===== config.mk =====
export PLATFORM = sky130hd
export DESIGN_NAME = write_s_block_flat
export DESIGN_NICKNAME = d
export VERILOG_FILES = /design/src/rtl/write_s_block_pkg.sv /design/src/rtl/write_s_block_if.sv /design/src/rtl/write_s_block_addr_gen.sv /design/src/rtl/write_s_block.sv /design/src/flat_wrapper.sv
export SDC_FILE = /design/constraint.sdc
export NUM_CORES = 1
export LEC_CHECK = 0
export CAP_MARGIN = 30
export CORE_ASPECT_RATIO = 0.9
export CORE_MARGIN = 3
export CORE_UTILIZATION = 40
export CTS_BUF_LIST = sky130_fd_sc_hd__clkbuf_16
export DETAILED_ROUTE_END_ITERATION = 10
export GPL_TIMING_DRIVEN = 0
export PLACE_DENSITY = 0.61
export SLEW_MARGIN = 20
export SYNTH_ARGS = -nofsm -noshare
export SYNTH_HDL_FRONTEND = slang
export SYNTH_SLANG_ARGS = --single-unit

===== constraint.sdc =====
create_clock -name CLOCK_50_I -period 3.3 [get_ports CLOCK_50_I]
set_input_delay 0.66 -clock CLOCK_50_I [delete_from_list [all_inputs] [get_ports CLOCK_50_I]]
set_output_delay 0.66 -clock CLOCK_50_I [all_outputs]
set_load 0.01 [all_outputs]

===== src/rtl/write_s_block_pkg.sv =====
// Shared types and constants for the S-block writer: FSM states, plane
// selection, SRAM plane layout and the S DPRAM layout.
package write_s_block_pkg;

  typedef enum logic [2:0] {
    S_WS_IDLE,
    S_WS_LI0,
    S_WS_LI1,
    S_WS_WRITE,
    S_WS_LO
  } WS_state_type;

  typedef enum logic [1:0] {
    PLANE_Y,
    PLANE_U,
    PLANE_V
  } plane_e;

  // SRAM word addresses of the three planes
  localparam logic [17:0] Y_BASE = 18'd0;
  localparam logic [17:0] U_BASE = 18'd38400;
  localparam logic [17:0] V_BASE = 18'd57600;

  // SRAM words per pixel row (two pixels per word)
  localparam logic [17:0] Y_WORDS_ROW  = 18'd160;
  localparam logic [17:0] UV_WORDS_ROW = 18'd80;

  // Block grid of each plane
  localparam int Y_BLOCK_COLS  = 40;
  localparam int UV_BLOCK_COLS = 20;
  localparam int BLOCK_ROWS    = 30;

  // S is stored row-major, one sample per DPRAM word
  localparam logic [6:0] S_OFFSET       = 7'd0;
  localparam logic [6:0] LAST_PAIR_ADDR = S_OFFSET + 7'd62;

endpackage


===== src/rtl/write_s_block_if.sv =====
// Bus bundle between the S-block writer and its environment (M2 controller,
// S DPRAM read ports, SRAM write port).
//
// Handshake: WS_start is a one-cycle request pulse, honoured only while the
// writer is idle and never queued; WS_done is a one-cycle completion pulse
// issued after the 32nd SRAM write, with WS_memory_end high in that same
// cycle when the block was the last V block. No ready signal exists: the
// controller must not expect a start to be accepted before WS_done.
interface write_s_block_if;
  import write_s_block_pkg::*;

  logic             WS_start;
  logic             WS_done;
  logic             WS_memory_end;
  logic [1:0][6:0]  WS_RAM_address;    // [0] even column, [1] odd column
  logic [1:0][31:0] WS_RAM_read_data;  // signed S samples from ports [0]/[1]
  logic [17:0]      SRAM_address;
  logic [15:0]      SRAM_write_data;   // {even px, odd px}
  logic             SRAM_we_n;
  WS_state_type     ws_state;          // debug view of the writer FSM

  // Environment side: controller plus DPRAM output
  modport master (
    output WS_start, WS_RAM_read_data,
    input  WS_done, WS_memory_end, WS_RAM_address,
    input  SRAM_address, SRAM_write_data, SRAM_we_n, ws_state
  );

  // Writer side
  modport slave (
    input  WS_start, WS_RAM_read_data,
    output WS_done, WS_memory_end, WS_RAM_address,
    output SRAM_address, SRAM_write_data, SRAM_we_n, ws_state
  );

endinterface


===== src/rtl/write_s_block_addr_gen.sv =====
// SRAM address generator: tracks plane / block-row / block-column and builds
// the word address incrementally (row-base accumulator, no multiplier).
module ws_address_gen
  import write_s_block_pkg::*;
(
  input  logic        clk_i,
  input  logic        rst_i,
  input  logic        step_word_i,   // advance one word within a pixel row
  input  logic        step_row_i,    // advance to next pixel row of the block
  input  logic        step_block_i,  // advance to the next block in raster order
  output logic [17:0] addr_o,
  output logic        last_block_o
);

  plane_e      plane_q, plane_d;
  logic [4:0]  brow_q, brow_d;
  logic [5:0]  bcol_q, bcol_d;
  logic [17:0] blk_base_q, blk_base_d;   // first word of the current block-row
  logic [17:0] row_base_q, row_base_d;   // first word of the current pixel row
  logic [7:0]  col_off_q, col_off_d;     // 4 * bcol
  logic [1:0]  col_q, col_d;             // word within the pixel row
  logic [17:0] wpr;
  logic [5:0]  bcol_last;

  // Plane-dependent geometry
  always_comb begin
    wpr       = (plane_q == PLANE_Y) ? Y_WORDS_ROW : UV_WORDS_ROW;
    bcol_last = (plane_q == PLANE_Y) ? 6'(Y_BLOCK_COLS - 1) : 6'(UV_BLOCK_COLS - 1);
  end

  // Counter next-state: block step wins over row step wins over word step
  always_comb begin
    plane_d    = plane_q;
    brow_d     = brow_q;
    bcol_d     = bcol_q;
    blk_base_d = blk_base_q;
    row_base_d = row_base_q;
    col_off_d  = col_off_q;
    col_d      = col_q;
    if (step_block_i) begin
      col_d = 2'd0;
      if (bcol_q == bcol_last) begin
        bcol_d    = 6'd0;
        col_off_d = 8'd0;
        if (brow_q == 5'(BLOCK_ROWS - 1)) begin
          brow_d = 5'd0;
          case (plane_q)
            PLANE_Y: begin plane_d = PLANE_U; blk_base_d = U_BASE; end
            PLANE_U: begin plane_d = PLANE_V; blk_base_d = V_BASE; end
            default: begin plane_d = PLANE_Y; blk_base_d = Y_BASE; end
          endcase
        end else begin
          brow_d     = brow_q + 5'd1;
          blk_base_d = blk_base_q + (wpr << 3);
        end
        row_base_d = blk_base_d;
      end else begin
        bcol_d     = bcol_q + 6'd1;
        col_off_d  = col_off_q + 8'd4;
        row_base_d = blk_base_q;
      end
    end else if (step_row_i) begin
      row_base_d = row_base_q + wpr;
      col_d      = 2'd0;
    end else if (step_word_i) begin
      col_d = col_q + 2'd1;
    end
  end

  // Counter registers, cleared to Y(0,0)
  always_ff @(posedge clk_i) begin
    if (rst_i) begin
      plane_q    <= PLANE_Y;
      brow_q     <= 5'd0;
      bcol_q     <= 6'd0;
      blk_base_q <= Y_BASE;
      row_base_q <= Y_BASE;
      col_off_q  <= 8'd0;
      col_q      <= 2'd0;
    end else begin
      plane_q    <= plane_d;
      brow_q     <= brow_d;
      bcol_q     <= bcol_d;
      blk_base_q <= blk_base_d;
      row_base_q <= row_base_d;
      col_off_q  <= col_off_d;
      col_q      <= col_d;
    end
  end

  assign addr_o       = row_base_q + 18'(col_off_q) + 18'(col_q);
  assign last_block_o = (plane_q == PLANE_V) && (brow_q == 5'(BLOCK_ROWS - 1)) &&
                        (bcol_q == 6'(UV_BLOCK_COLS - 1));

endmodule


===== src/rtl/write_s_block.sv =====
// Drains one 8x8 S block from the DPRAM, clips samples to 8 bits, packs two
// pixels per word and writes 32 words to SRAM. All outputs are registered.
module write_s_block
  import write_s_block_pkg::*;
(
  input  logic           CLOCK_50_I,
  input  logic           Reset,
  write_s_block_if.slave ws
);

  WS_state_type     state_q, state_d;
  logic [4:0]       word_cnt_q, word_cnt_d;
  logic [1:0][6:0]  ram_addr_q, ram_addr_d;
  logic [17:0]      sram_addr_q, sram_addr_d;
  logic [15:0]      wdata_q, wdata_d;
  logic             we_n_q, we_n_d;
  logic             done_q, done_d;
  logic             mem_end_q, mem_end_d;
  logic             step_word, step_row, step_block;
  logic [17:0]      gen_addr;
  logic             gen_last;
  logic [1:0][7:0]  px;

  ws_address_gen u_addr_gen (
    .clk_i        (CLOCK_50_I),
    .rst_i        (Reset),
    .step_word_i  (step_word),
    .step_row_i   (step_row),
    .step_block_i (step_block),
    .addr_o       (gen_addr),
    .last_block_o (gen_last)
  );

  // Clip each signed sample to 0..255
  always_comb begin
    for (int p = 0; p < 2; p++) begin
      px[p] = ws.WS_RAM_read_data[p][7:0];
      if (ws.WS_RAM_read_data[p][31])
        px[p] = 8'd0;
      else if (|ws.WS_RAM_read_data[p][30:8])
        px[p] = 8'd255;
    end
  end

  // FSM next state and next values of the registered outputs
  always_comb begin
    state_d     = state_q;
    word_cnt_d  = word_cnt_q;
    ram_addr_d  = ram_addr_q;
    sram_addr_d = sram_addr_q;
    wdata_d     = wdata_q;
    we_n_d      = 1'b1;
    done_d      = 1'b0;
    mem_end_d   = 1'b0;
    step_word   = 1'b0;
    step_row    = 1'b0;
    step_block  = 1'b0;
    // Read pointer runs two DPRAM cycles ahead of the write; stops at pair 31
    if ((state_q inside {S_WS_LI0, S_WS_LI1, S_WS_WRITE}) &&
        (ram_addr_q[0] != LAST_PAIR_ADDR)) begin
      ram_addr_d[0] = ram_addr_q[0] + 7'd2;
      ram_addr_d[1] = ram_addr_q[1] + 7'd2;
    end
    case (state_q)
      S_WS_IDLE: begin
        if (ws.WS_start) begin
          state_d       = S_WS_LI0;
          word_cnt_d    = 5'd0;
          ram_addr_d[0] = S_OFFSET;
          ram_addr_d[1] = S_OFFSET + 7'd1;
        end
      end
      S_WS_LI0: state_d = S_WS_LI1;
      S_WS_LI1: state_d = S_WS_WRITE;
      S_WS_WRITE: begin
        we_n_d      = 1'b0;
        sram_addr_d = gen_addr;
        wdata_d     = {px[0], px[1]};
        step_word   = 1'b1;
        step_row    = (word_cnt_q[1:0] == 2'd3);
        word_cnt_d  = word_cnt_q + 5'd1;
        if (word_cnt_q == 5'd31) state_d = S_WS_LO;
      end
      S_WS_LO: begin
        done_d     = 1'b1;
        mem_end_d  = gen_last;
        step_block = 1'b1;
        state_d    = S_WS_IDLE;
      end
      default: state_d = S_WS_IDLE;
    endcase
  end

  // State and output registers; reset aborts any block in progress
  always_ff @(posedge CLOCK_50_I) begin
    if (Reset) begin
      state_q     <= S_WS_IDLE;
      word_cnt_q  <= 5'd0;
      ram_addr_q  <= '0;
      sram_addr_q <= 18'd0;
      wdata_q     <= 16'd0;
      we_n_q      <= 1'b1;
      done_q      <= 1'b0;
      mem_end_q   <= 1'b0;
    end else begin
      state_q     <= state_d;
      word_cnt_q  <= word_cnt_d;
      ram_addr_q  <= ram_addr_d;
      sram_addr_q <= sram_addr_d;
      wdata_q     <= wdata_d;
      we_n_q      <= we_n_d;
      done_q      <= done_d;
      mem_end_q   <= mem_end_d;
    end
  end

  assign ws.WS_done         = done_q;
  assign ws.WS_memory_end   = mem_end_q;
  assign ws.WS_RAM_address  = ram_addr_q;
  assign ws.SRAM_address    = sram_addr_q;
  assign ws.SRAM_write_data = wdata_q;
  assign ws.SRAM_we_n       = we_n_q;
  assign ws.ws_state        = state_q;

endmodule


===== src/flat_wrapper.sv =====
// flat-port wrapper written by rule: the top's interface ports become plain ports
module write_s_block_flat import write_s_block_pkg::*;
  (CLOCK_50_I, Reset, ws_WS_start, ws_WS_RAM_read_data, ws_WS_done, ws_WS_memory_end, ws_WS_RAM_address, ws_SRAM_address, ws_SRAM_write_data, ws_SRAM_we_n, ws_ws_state);
  write_s_block_if ws_i ();
  input  logic CLOCK_50_I;
  input  logic Reset;
  input wire logic [$bits(ws_i.WS_start)-1:0] ws_WS_start;
  input wire logic [$bits(ws_i.WS_RAM_read_data)-1:0] ws_WS_RAM_read_data;
  output wire logic [$bits(ws_i.WS_done)-1:0] ws_WS_done;
  output wire logic [$bits(ws_i.WS_memory_end)-1:0] ws_WS_memory_end;
  output wire logic [$bits(ws_i.WS_RAM_address)-1:0] ws_WS_RAM_address;
  output wire logic [$bits(ws_i.SRAM_address)-1:0] ws_SRAM_address;
  output wire logic [$bits(ws_i.SRAM_write_data)-1:0] ws_SRAM_write_data;
  output wire logic [$bits(ws_i.SRAM_we_n)-1:0] ws_SRAM_we_n;
  output wire logic [$bits(ws_i.ws_state)-1:0] ws_ws_state;
  assign ws_i.WS_start = ws_WS_start;
  assign ws_i.WS_RAM_read_data = ws_WS_RAM_read_data;
  assign ws_WS_done = ws_i.WS_done;
  assign ws_WS_memory_end = ws_i.WS_memory_end;
  assign ws_WS_RAM_address = ws_i.WS_RAM_address;
  assign ws_SRAM_address = ws_i.SRAM_address;
  assign ws_SRAM_write_data = ws_i.SRAM_write_data;
  assign ws_SRAM_we_n = ws_i.SRAM_we_n;
  assign ws_ws_state = ws_i.ws_state;
  write_s_block u_core (.CLOCK_50_I(CLOCK_50_I), .Reset(Reset), .ws(ws_i));
endmodule

==> flow_summary.ini <==
[setup_path]
crit_fanout = 11
rr_startpoint = u_core.u_addr_gen.plane_q[0]$_SDFFE_PP0P_
crit_required_ps = 3560
startpoint = u_core.u_addr_gen.plane_q[0]$_SDFFE_PP0P_
crit_type = flip-flop to flip-flop
arrival_ps = 3230
max_stage_delay_ps = 620
end_kind = flip-flop
critical_path.startpoint_type = flip-flop
slowest_stage = a221oi_2
cp_cell_sequence = nor2_1, buf_4, inv_2, buf_2, xnor2_1, ha_1, o21ai_0, a221oi_2, a31oi_1, o2111ai_1, a211oi_1

[job]
maxCapViolCount = 0

[yosys]
ys_ff_latch = 115
syn_avg_cell_area_um2 = 8.53
synthFlopType = dfxtp_1
syn_inst = 738
synth_nets = 834
synth-async-reset-ratio_pct = 0
syn_area_um2 = 6300
yosysUniqueCellTypes = 83
synth_edf_count = 0
synth_area_leaders = dfxtp_1 37%, ha_1 5.6%, nor2_1 4.2%
yosysSeqAreaShare_pct = 36.6
synth_top_cell_by_area = dfxtp_1
synth_warnings = 0
yosys.area.top_type_share_pct = 36.6

[cts]
clk_pin_slew_ps = 60
cts-root-buf = clkbuf_16
cts_num_sinks = 115
post-cts-setup-buffer-count = 0
clk_latency_ps = 420
cts_hold_buf = 0
cts-resized-gates = 0
cts_max_level = 4
cts_tree = built
cts_buffer_depth = 2
cts_buffers = 17

[drt]
viasPerCell = 5.74
dr_wl_met2_um = 8910
drt_iter0_drc = 377
num_vias = 6234
wl_per_cell_um = 18.2
m1WireLength_um = 9330
drc = 0
firstDrtPassIters = 5
highest_layer = met4
wl_met3_um = 1160
drtAntennaViolNets = 0
wirelength_um = 19800

[hold_path]
min_from = u_core.ws.SRAM_write_data[15]$_SDFFE_PP0P_
min_path_type = flip-flop to flip-flop

[layout]
final_common_cell = clkdlybuf4s50_1
final_cell_mix = 119 x clkdlybuf4s50_1, 115 x dfxtp_1, 71 x nor2_1, 59 x nand2_1, 53 x a21oi_1
nets = 972
finalInstanceArea_um2 = 8390
drive_above_1_share_pct = 9.34
antenna_cells = 0
areaGrowthSynthToFinish_pct = 33.3
fin_util_pct = 55.6

[global_routing]
grt_pass1_wl_um = 31600
antenna_found_initial = 0
overflow = 0
grt_pass1_vias = 5968
grt.total_usage_pct = 22.5
grt_max_degree = 17

[timing]
final_max_slew_viol_count = 0
setup_violations = 0
worst_slew_pin_slew_ps = 790
rsz0062_at_grt = false
relSlewSlack_pct = 47.3
hold_violations = 0
final.min_clock_period_ps = 2970
period_share_pct = 90.0
setup_tns_ps = 0
fin_ws_ps = 330
fmax_ghz = 0.337
skew_ps = 6.22

[floorplan]
fp.dieH_um = 125
initial_core_util_pct = 41.8
num_io_pins = 121
core-area_um2 = 15100
die_area_um2 = 17300
die_w_um = 138
num_rows = 42

[power]
leakage_nw = 3.13
ir_drop_uv = 363
power.density_nw_per_um2 = 448

[place]
place_congestion = 0.946
post-place-ws_ps = 341
dp_hpwl_um = 15100
placed_area_um2 = 7740
port_buffers = 119

[status]
status = completed
==> through the flow <==
stage / total power [W] / hold WS [ps] / std cells
3_3_place_gp: 0.00174 / 440 / 1055
3_5_place_dp: 0.00175 / 447 / 1055
4_1_cts: 0.00379 / 455 / 1087
5_1_grt: 0.00388 / 466 / 1087
6_report: 0.00376 / 452 / 1087
2_1_floorplan: 0.00158 / 429 / 738
==> flip-flops by register name, summed over array words and instances (netlist names) <==
register,count
u_core.u_addr_gen.blk_base_q,18
u_core.u_addr_gen.row_base_q,18
u_core.ws.SRAM_address,18
u_core.ws.SRAM_write_data,16
u_core.ws.WS_RAM_address,13
u_core.u_addr_gen.bcol_q,6
u_core.u_addr_gen.col_off_q,6
u_core.u_addr_gen.brow_q,5
u_core.word_cnt_q,5
u_core.ws.ws_state,3
u_core.u_addr_gen.col_q,2
u_core.u_addr_gen.plane_q,2
u_core.ws.SRAM_we_n,1
u_core.ws.WS_done,1
u_core.ws.WS_memory_end,1
==> where the power goes <==
part | total (W) | switching (W) | internal (W) | leakage (nW)
logic | 0.000285 | 0.000132 | 0.000154 | 1.88
registers | 0.00143 | 0.0000188 | 0.00141 | 0.929
clock network | 0.00204 | 0.000694 | 0.00135 | 0.316
==> worst paths after layout <==
path,end,depth (start not counted),slack [ps]
worst max-delay path,u_core.u_addr_gen.row_base_q[13]$_SDFFE_PP0P_,11,330
worst min-delay path,u_core.ws.SRAM_write_data[15]$_SDFFE_PP0P_,2,450
worst max register to register,u_core.u_addr_gen.row_base_q[13]$_SDFFE_PP0P_,11,330
worst min register to register,u_core.ws.SRAM_write_data[15]$_SDFFE_PP0P_,2,450
==> cells in the mapped netlist, types with 4 or more instances <==
| master | n |
|---|---|
| dfxtp_1 | 115 |
| nor2_1 | 71 |
| nand2_1 | 59 |
| a21oi_1 | 53 |
| clkbuf_1 | 29 |
| ha_1 | 28 |
| xor2_1 | 26 |
| o211ai_1 | 24 |
| nor3_1 | 19 |
| a211oi_1 | 18 |
| nand3_1 | 18 |
| o21ai_0 | 18 |
| nand4_1 | 17 |
| nor4_1 | 17 |
| buf_2 | 16 |
| and2_1 | 14 |
| xnor2_1 | 14 |
| or3_1 | 10 |
| a21o_1 | 9 |
| a22oi_1 | 8 |
| a31oi_1 | 8 |
| inv_1 | 8 |
| and3_1 | 7 |
| buf_4 | 7 |
| o21a_1 | 7 |
| and4_1 | 5 |
| o2111ai_1 | 5 |
| a211o_1 | 4 |
| a311oi_1 | 4 |
| mux2i_1 | 4 |
| nand2b_1 | 4 |
| nor3b_1 | 4 |
| o21ai_1 | 4 |
| o21bai_1 | 4 |
| o31a_1 | 4 |
==> cell type report <==
class	instances	area [µm²]
fill	1360	6690
timing repair buffer	119	1190
clock inverter	15	230
clock buffer	17	425
tap	198	248
sequential	115	2300
multi-input combinational	558	3700
inverter	9	33.8
buffer	56	264
==> kinds of logic after synthesis <==
kind of cell	synth area share, %
and+or+nand+nor	22.8
AOI/OAI and AO/OA	23.6
DFF	36.6
buffers and inverters	4.73
xor gates and xnor gates	5.56
adders and majority gates	5.88
muxes	0.815
other	0.0595
==> per-layer routing <==
metal / global-route usage (%) / up-vias
met3: 6.15 / 33
met1: 30.5 / 2993
met4: 6.80 / 0
li1: - / 3013
met2: 35.0 / 195
met5: 0 / -
==> critical path, delay by kind of cell, from the launching register on <==
family / cells / cell delay (ps)
AOI/OAI and AO/OA: 5 / 1350
DFF: 1 / 350
buffers and inverters: 3 / 510
adders and majority gates: 1 / 250
xor gates and xnor gates: 1 / 180
and+or+nand+nor: 1 / 180
Note: power is estimated with default switching activity, not from simulation.
==> RTL edit 1, RTL diff (same flow settings) <==
The 3 values of `plane_e` get a one-hot encoding in 3 bits.
--- a/src/rtl/write_s_block_pkg.sv
+++ b/src/rtl/write_s_block_pkg.sv
@@ -10,10 +10,10 @@
     S_WS_LO
   } WS_state_type;
 
-  typedef enum logic [1:0] {
-    PLANE_Y,
-    PLANE_U,
-    PLANE_V
+  typedef enum logic [2:0] {
+    PLANE_Y = 3'b001,
+    PLANE_U = 3'b010,
+    PLANE_V = 3'b100
   } plane_e;
 
   // SRAM word addresses of the three planes
Function: same outputs for any inputs over 10 cycles, from zero or initial values and one cycle with Reset high; not proved beyond that.
==> RTL edit 1 against the unedited design <==
Global-route usage shrank 0.66 points. Wire length shrank 12%. Setup slack gained 54 ps. Highest routed layer unchanged. Sequential cell count grew 1. Hold slack lost 3.4 ps. Area after synthesis shrank 4.8%. Power shrank 8.7%. Cell area shrank 5.0%.
==> RTL edit 1: results (changes against the unedited design) <==
[power]
power_leakage_nw = 3.00  ; was 3.13 nW
ir_worst_vdd_mv = 0.393  ; was 0.363 mV

[detailed_routing]
drt-initial-drc-count = 413  ; was 377
wl_um = 17400  ; was 19800 um
viasPerCell = 5.33  ; was 5.74
drt-pass1-iter-count = 5  ; unchanged

[logic_synthesis]
syn_nets = 819  ; was 834
synth_area_per_cell_um2 = 8.37  ; was 8.53 um2
ys_types = 67  ; was 83
synthArstFlopShare_pct = 0  ; unchanged
ys_seq_area_share_pct = 38.7  ; was 36.6%
synth.cells.most_frequent = dfxtp_1, nor2_1, nand2_1  ; unchanged
synth_area_leaders = dfxtp_1, ha_1, nor2_1  ; unchanged
ys_warn_count = 0  ; unchanged

[global_route]
track_usage_pct = 21.8  ; was 22.5%
grt_pass1_wl_um = 28400  ; was 31600 um
grtUsageMet1_pct = 29.7  ; was 30.5%
globalRouteMet3Util_pct = 5.95  ; was 6.15%
grt_util_met2_pct = 34.3  ; was 35.0%
grt_max_degree = 17  ; unchanged
first_global_vias = 5466  ; was 5968
antenna_found_initial = 0  ; unchanged

[sta]
skew_ps = 4.99  ; was 6.22 ps
relSlewSlack_pct = 50.1  ; was 47.3%
final_hold_viol_count = 0  ; unchanged

[worst_setup_path]
crit_family = compound AO/OA/AOI/OAI gates  ; unchanged
crit_path_max_incr_delay_ps = 510  ; was 620 ps
worstPathArrival_ps = 3180  ; was 3230 ps
cp_slowest_cell = o31ai_1  ; was a221oi_2
crit_path_max_fanout = 11  ; unchanged
cp_num_buf_inv = 2  ; was 3

[place]
dp_cells = 1027  ; was 1055
io_buffers = 118  ; was 119
place_congestion = 0.875  ; was 0.946
hpwlAfterDp_um = 13400  ; was 15100 um
dpl_worst_slack_ps = 265  ; was 341 ps
dpl_cell_area_mm2 = 0.00742  ; was 0.00774 mm2

[clock_tree]
clkLatencyLatePin_ps = 410
post_cts_buffers = 0  ; unchanged
cts_buffers = 17  ; unchanged
cts_buffer_depth = 2  ; unchanged
clk_pin_slew_ps = 50
htreeDepth = 4  ; unchanged

[cells_and_area]
layout-drive-gt1-share_pct = 6.36  ; was 9.34%
instances_no_fill = 1058  ; was 1087
nets = 956  ; was 972
n_antenna_cell = 0  ; unchanged

[hold_path]
hold_path.class = flip-flop to flip-flop  ; unchanged

[outcome]
status = completed  ; unchanged

[RTL edit 1: cell count changes after synthesis, moves of 7 or more]
| cell | before | now |
|---|---|---|
| o211ai_1 | 24 | 4 |
| buf_2 | 16 | 5 |
| clkbuf_1 | 29 | 22 |
| nor2_1 | 71 | 96 |
| or3_1 | 10 | 17 |
| nand2_1 | 59 | 73 |
[RTL edit 1: stage by stage]
| step | hold WS [ps] | total power [mW] |
|---|---|---|
| 2_1_floorplan | 430 | 1.58 |
| 3_5_place_dp | 445 | 1.74 |
| 4_1_cts | 454 | 3.47 |
| 6_report | 449 | 3.43 |
| 5_1_grt | 466 | 3.55 |
| 3_3_place_gp | 441 | 1.74 |
[RTL edit 1: power by group]
group	leakage [nW]	total, mW	internal [mW]	switching (mW)
Clock	0.272	1.72	1.08	0.637
Combinational	1.79	0.265	0.146	0.120
Sequential	0.937	1.45	1.43	0.0206
Total	3.00	3.43	2.66	0.777
[RTL edit 1: cells by family after synthesis]
group | share of synthesized area (%)
and+or+nand+nor | 25.3
AOI/OAI and AO/OA | 16.4
DFF | 38.7
xor gates and xnor gates | 7.45
buffers and inverters | 3.24
adders and majority gates | 7.89
muxes | 0.960
other | 0.0626
[RTL edit 1: what timing repair did]
item,in CTS,in global routing
hold endpoints to repair,0,0
resized for setup,0,1
endpoints found under the setup margin,0,2
[RTL edit 1: path summary, 6_finish.rpt]
kind / startpoint / slack [ps] / cells after the start / endpoint
worst min-delay path: u_core.ws.SRAM_address[8]$_SDFFE_PP0P_ / 450 / 2 / u_core.ws.SRAM_address[8]$_SDFFE_PP0P_
worst min register to register: u_core.ws.SRAM_address[8]$_SDFFE_PP0P_ / 450 / 2 / u_core.ws.SRAM_address[8]$_SDFFE_PP0P_
worst max-delay path: u_core.u_addr_gen.plane_q[0]$_SDFFE_PP1P_ / 380 / 10 / u_core.u_addr_gen.row_base_q[13]$_SDFFE_PP0P_
worst max register to register: u_core.u_addr_gen.plane_q[0]$_SDFFE_PP1P_ / 380 / 10 / u_core.u_addr_gen.row_base_q[13]$_SDFFE_PP0P_
[RTL edit 1: layer usage]
metal	up-vias	part of all wire, %	wire length (um)
li1	2825	-	-
met1	2665	48	8300
met2	138	46	8070
met3	16	5.2	906
met4	0	0.97	170
met5	-	0	0
[RTL edit 1: cell type report]
type	count	area, um2
plain buffers	36	156
clock inverters	14	123
clock buffers	17	425
repair buffers	118	1180
fillers	1349	6390
inverters	10	37.5
multi-input cells	554	3480
well taps	193	241
flip-flops and latches	116	2320
[RTL edit 1: tightest hold or removal path: stages (launching register included)]
cell,delay (ps)
dfxtp_1,300
nand2_1,50
a21oi_1,50
==> RTL edit 2, RTL diff (config.mk and constraints unchanged) <==
Made on the original files. Reset style: asynchronous (`Reset` and `rst_i`), changed in 2 clocked blocks.
--- a/src/rtl/write_s_block_addr_gen.sv
+++ b/src/rtl/write_s_block_addr_gen.sv
@@ -68,7 +68,7 @@
   end
 
   // Counter registers, cleared to Y(0,0)
-  always_ff @(posedge clk_i) begin
+  always_ff @(posedge clk_i or posedge rst_i) begin
     if (rst_i) begin
       plane_q    <= PLANE_Y;
       brow_q     <= 5'd0;
--- a/src/rtl/write_s_block.sv
+++ b/src/rtl/write_s_block.sv
@@ -92,7 +92,7 @@
   end
 
   // State and output registers; reset aborts any block in progress
-  always_ff @(posedge CLOCK_50_I) begin
+  always_ff @(posedge CLOCK_50_I or posedge Reset) begin
     if (Reset) begin
       state_q     <= S_WS_IDLE;
       word_cnt_q  <= 5'd0;
Formal check against the unedited RTL: differs if Reset is asserted again (counterexample within 4 cycles, from zero or initial values and one cycle with Reset high); with Reset held inactive, the same outputs for 10 cycles.
==> RTL edit 2 against the unedited design <==
Setup slack gained 71 ps. Area after synthesis shrank 0.77%. Wire length shrank 15%. Sequential cell count is the same. Critical endpoint is now u_core.u_addr_gen.row_base_q[15]$_DFFE_PP0P_. Die area decreased by 0.74%. Cell area is 0.81% lower.
Power is not compared: it rests on default switching activity, and its combinational part moved more than twofold at a synthesized area within 25%.
==> RTL edit 2: results (changes against the unedited design) <==
[place]
hpwlAfterDp_um = 12700  ; was 15100 um
io_buffers = 117  ; was 119
dpl_worst_slack_ps = 266  ; was 341 ps
place_congestion = 0.929  ; was 0.946

[cells_and_area]
nets = 906  ; was 972

[hold_path]
hp-start = u_core.ws.WS_RAM_address[7]$_DFFE_PP0P_  ; was u_core.ws.SRAM_write_data[15]$_SDFFE_PP0P_
whs_path_depth = 1  ; was 2
holdPathEnd = u_core.ws.WS_RAM_address[7]$_DFFE_PP0P_  ; was u_core.ws.SRAM_write_data[15]$_SDFFE_PP0P_

[global_route]
grt_max_degree = 36  ; was 17
grt_pass1_wl_um = 27200  ; was 31600 um
first_global_vias = 5398  ; was 5968
track_usage_pct = 19.9  ; was 22.5%

[logic_synthesis]
synthArstFlopShare_pct = 100  ; was 0%
synth.cells.most_frequent = dfrtp_1, nand2_1, nor2_1  ; was dfxtp_1, nor2_1, nand2_1
synth-xor-area-share_pct = 5.47  ; was 5.56%
synth_fa_ha_area_share_pct = 5.93  ; was 5.88%
ys_seq_area_share_pct = 46.1  ; was 36.6%
ys_types = 72  ; was 83
syn_nets = 767  ; was 834
muxShareOfSynthArea_pct = 0.841  ; was 0.815%
synth_area_leaders = dfrtp_1, nand2_1, ha_1  ; was dfxtp_1, ha_1, nor2_1
synth_ff_type = dfrtp_1  ; was dfxtp_1
synth_compound_area_share_pct = 17.4  ; was 23.6%

[worst_setup_path]
rrSetupSlack_ps = 400  ; was 330 ps
crit_end = u_core.u_addr_gen.row_base_q[15]$_DFFE_PP0P_  ; was u_core.u_addr_gen.row_base_q[13]$_SDFFE_PP0P_
cp_slowest_cell = dfrtp_1  ; was a221oi_2
crit_path_max_incr_delay_ps = 500  ; was 620 ps
worstPathArrival_ps = 3250  ; was 3230 ps
reg2regPathDepth = 10  ; was 11

[power]
p_clk_mw = 1.84

[outcome]
status = completed  ; unchanged

[detailed_routing]
drt-pass1-iter-count = 4  ; was 5
wl_per_cell_um = 16.6  ; was 18.2 um
viasPerCell = 5.41  ; was 5.74

[sta]
skew_ps = 7.17  ; was 6.22 ps
relSlewSlack_pct = 45.4  ; was 47.3%

==> RTL edit 2: timing repair <==
| item | 4_1_cts | 5_1_grt |
|---|---|---|
| hold endpoints to repair | 0 | 0 |
| setup endpoints to repair | 0 | 4 |
| gates resized for setup | 0 | 1 |
==> RTL edit 2: area by class of cell <==
cell class                 instances  area (um2)
fill                            1385        6650
multi-input combinational        517        3210
clock inverter                    15         166
inverter                           7        30.0
clock buffer                      17         425
sequential                       115        2880
tap                              198         248
timing repair buffer             120        1230
buffer                            32         138
==> RTL edit 2: stage by stage <==
step	hold WS (ps)	power [mW]	std cells	area (um2)
after floorplan	449	2.98	671	6250
after global placement	452	3.79	986	7670
after detailed placement	460	3.85	989	7730
after CTS	472	5.71	1021	8320
after global routing	499	6.02	1021	8320
final	463	5.65	1021	8320
==> RTL edit 2: routing by layer <==
layer  up-vias  share of wire, %  global-route usage (%)
met5         -                 0                       0
met4         0               1.4                    5.75
met3        21               7.8                    6.22
met2       147                45                    30.6
met1      2661                46                    26.9
li1       2695                 -                       -
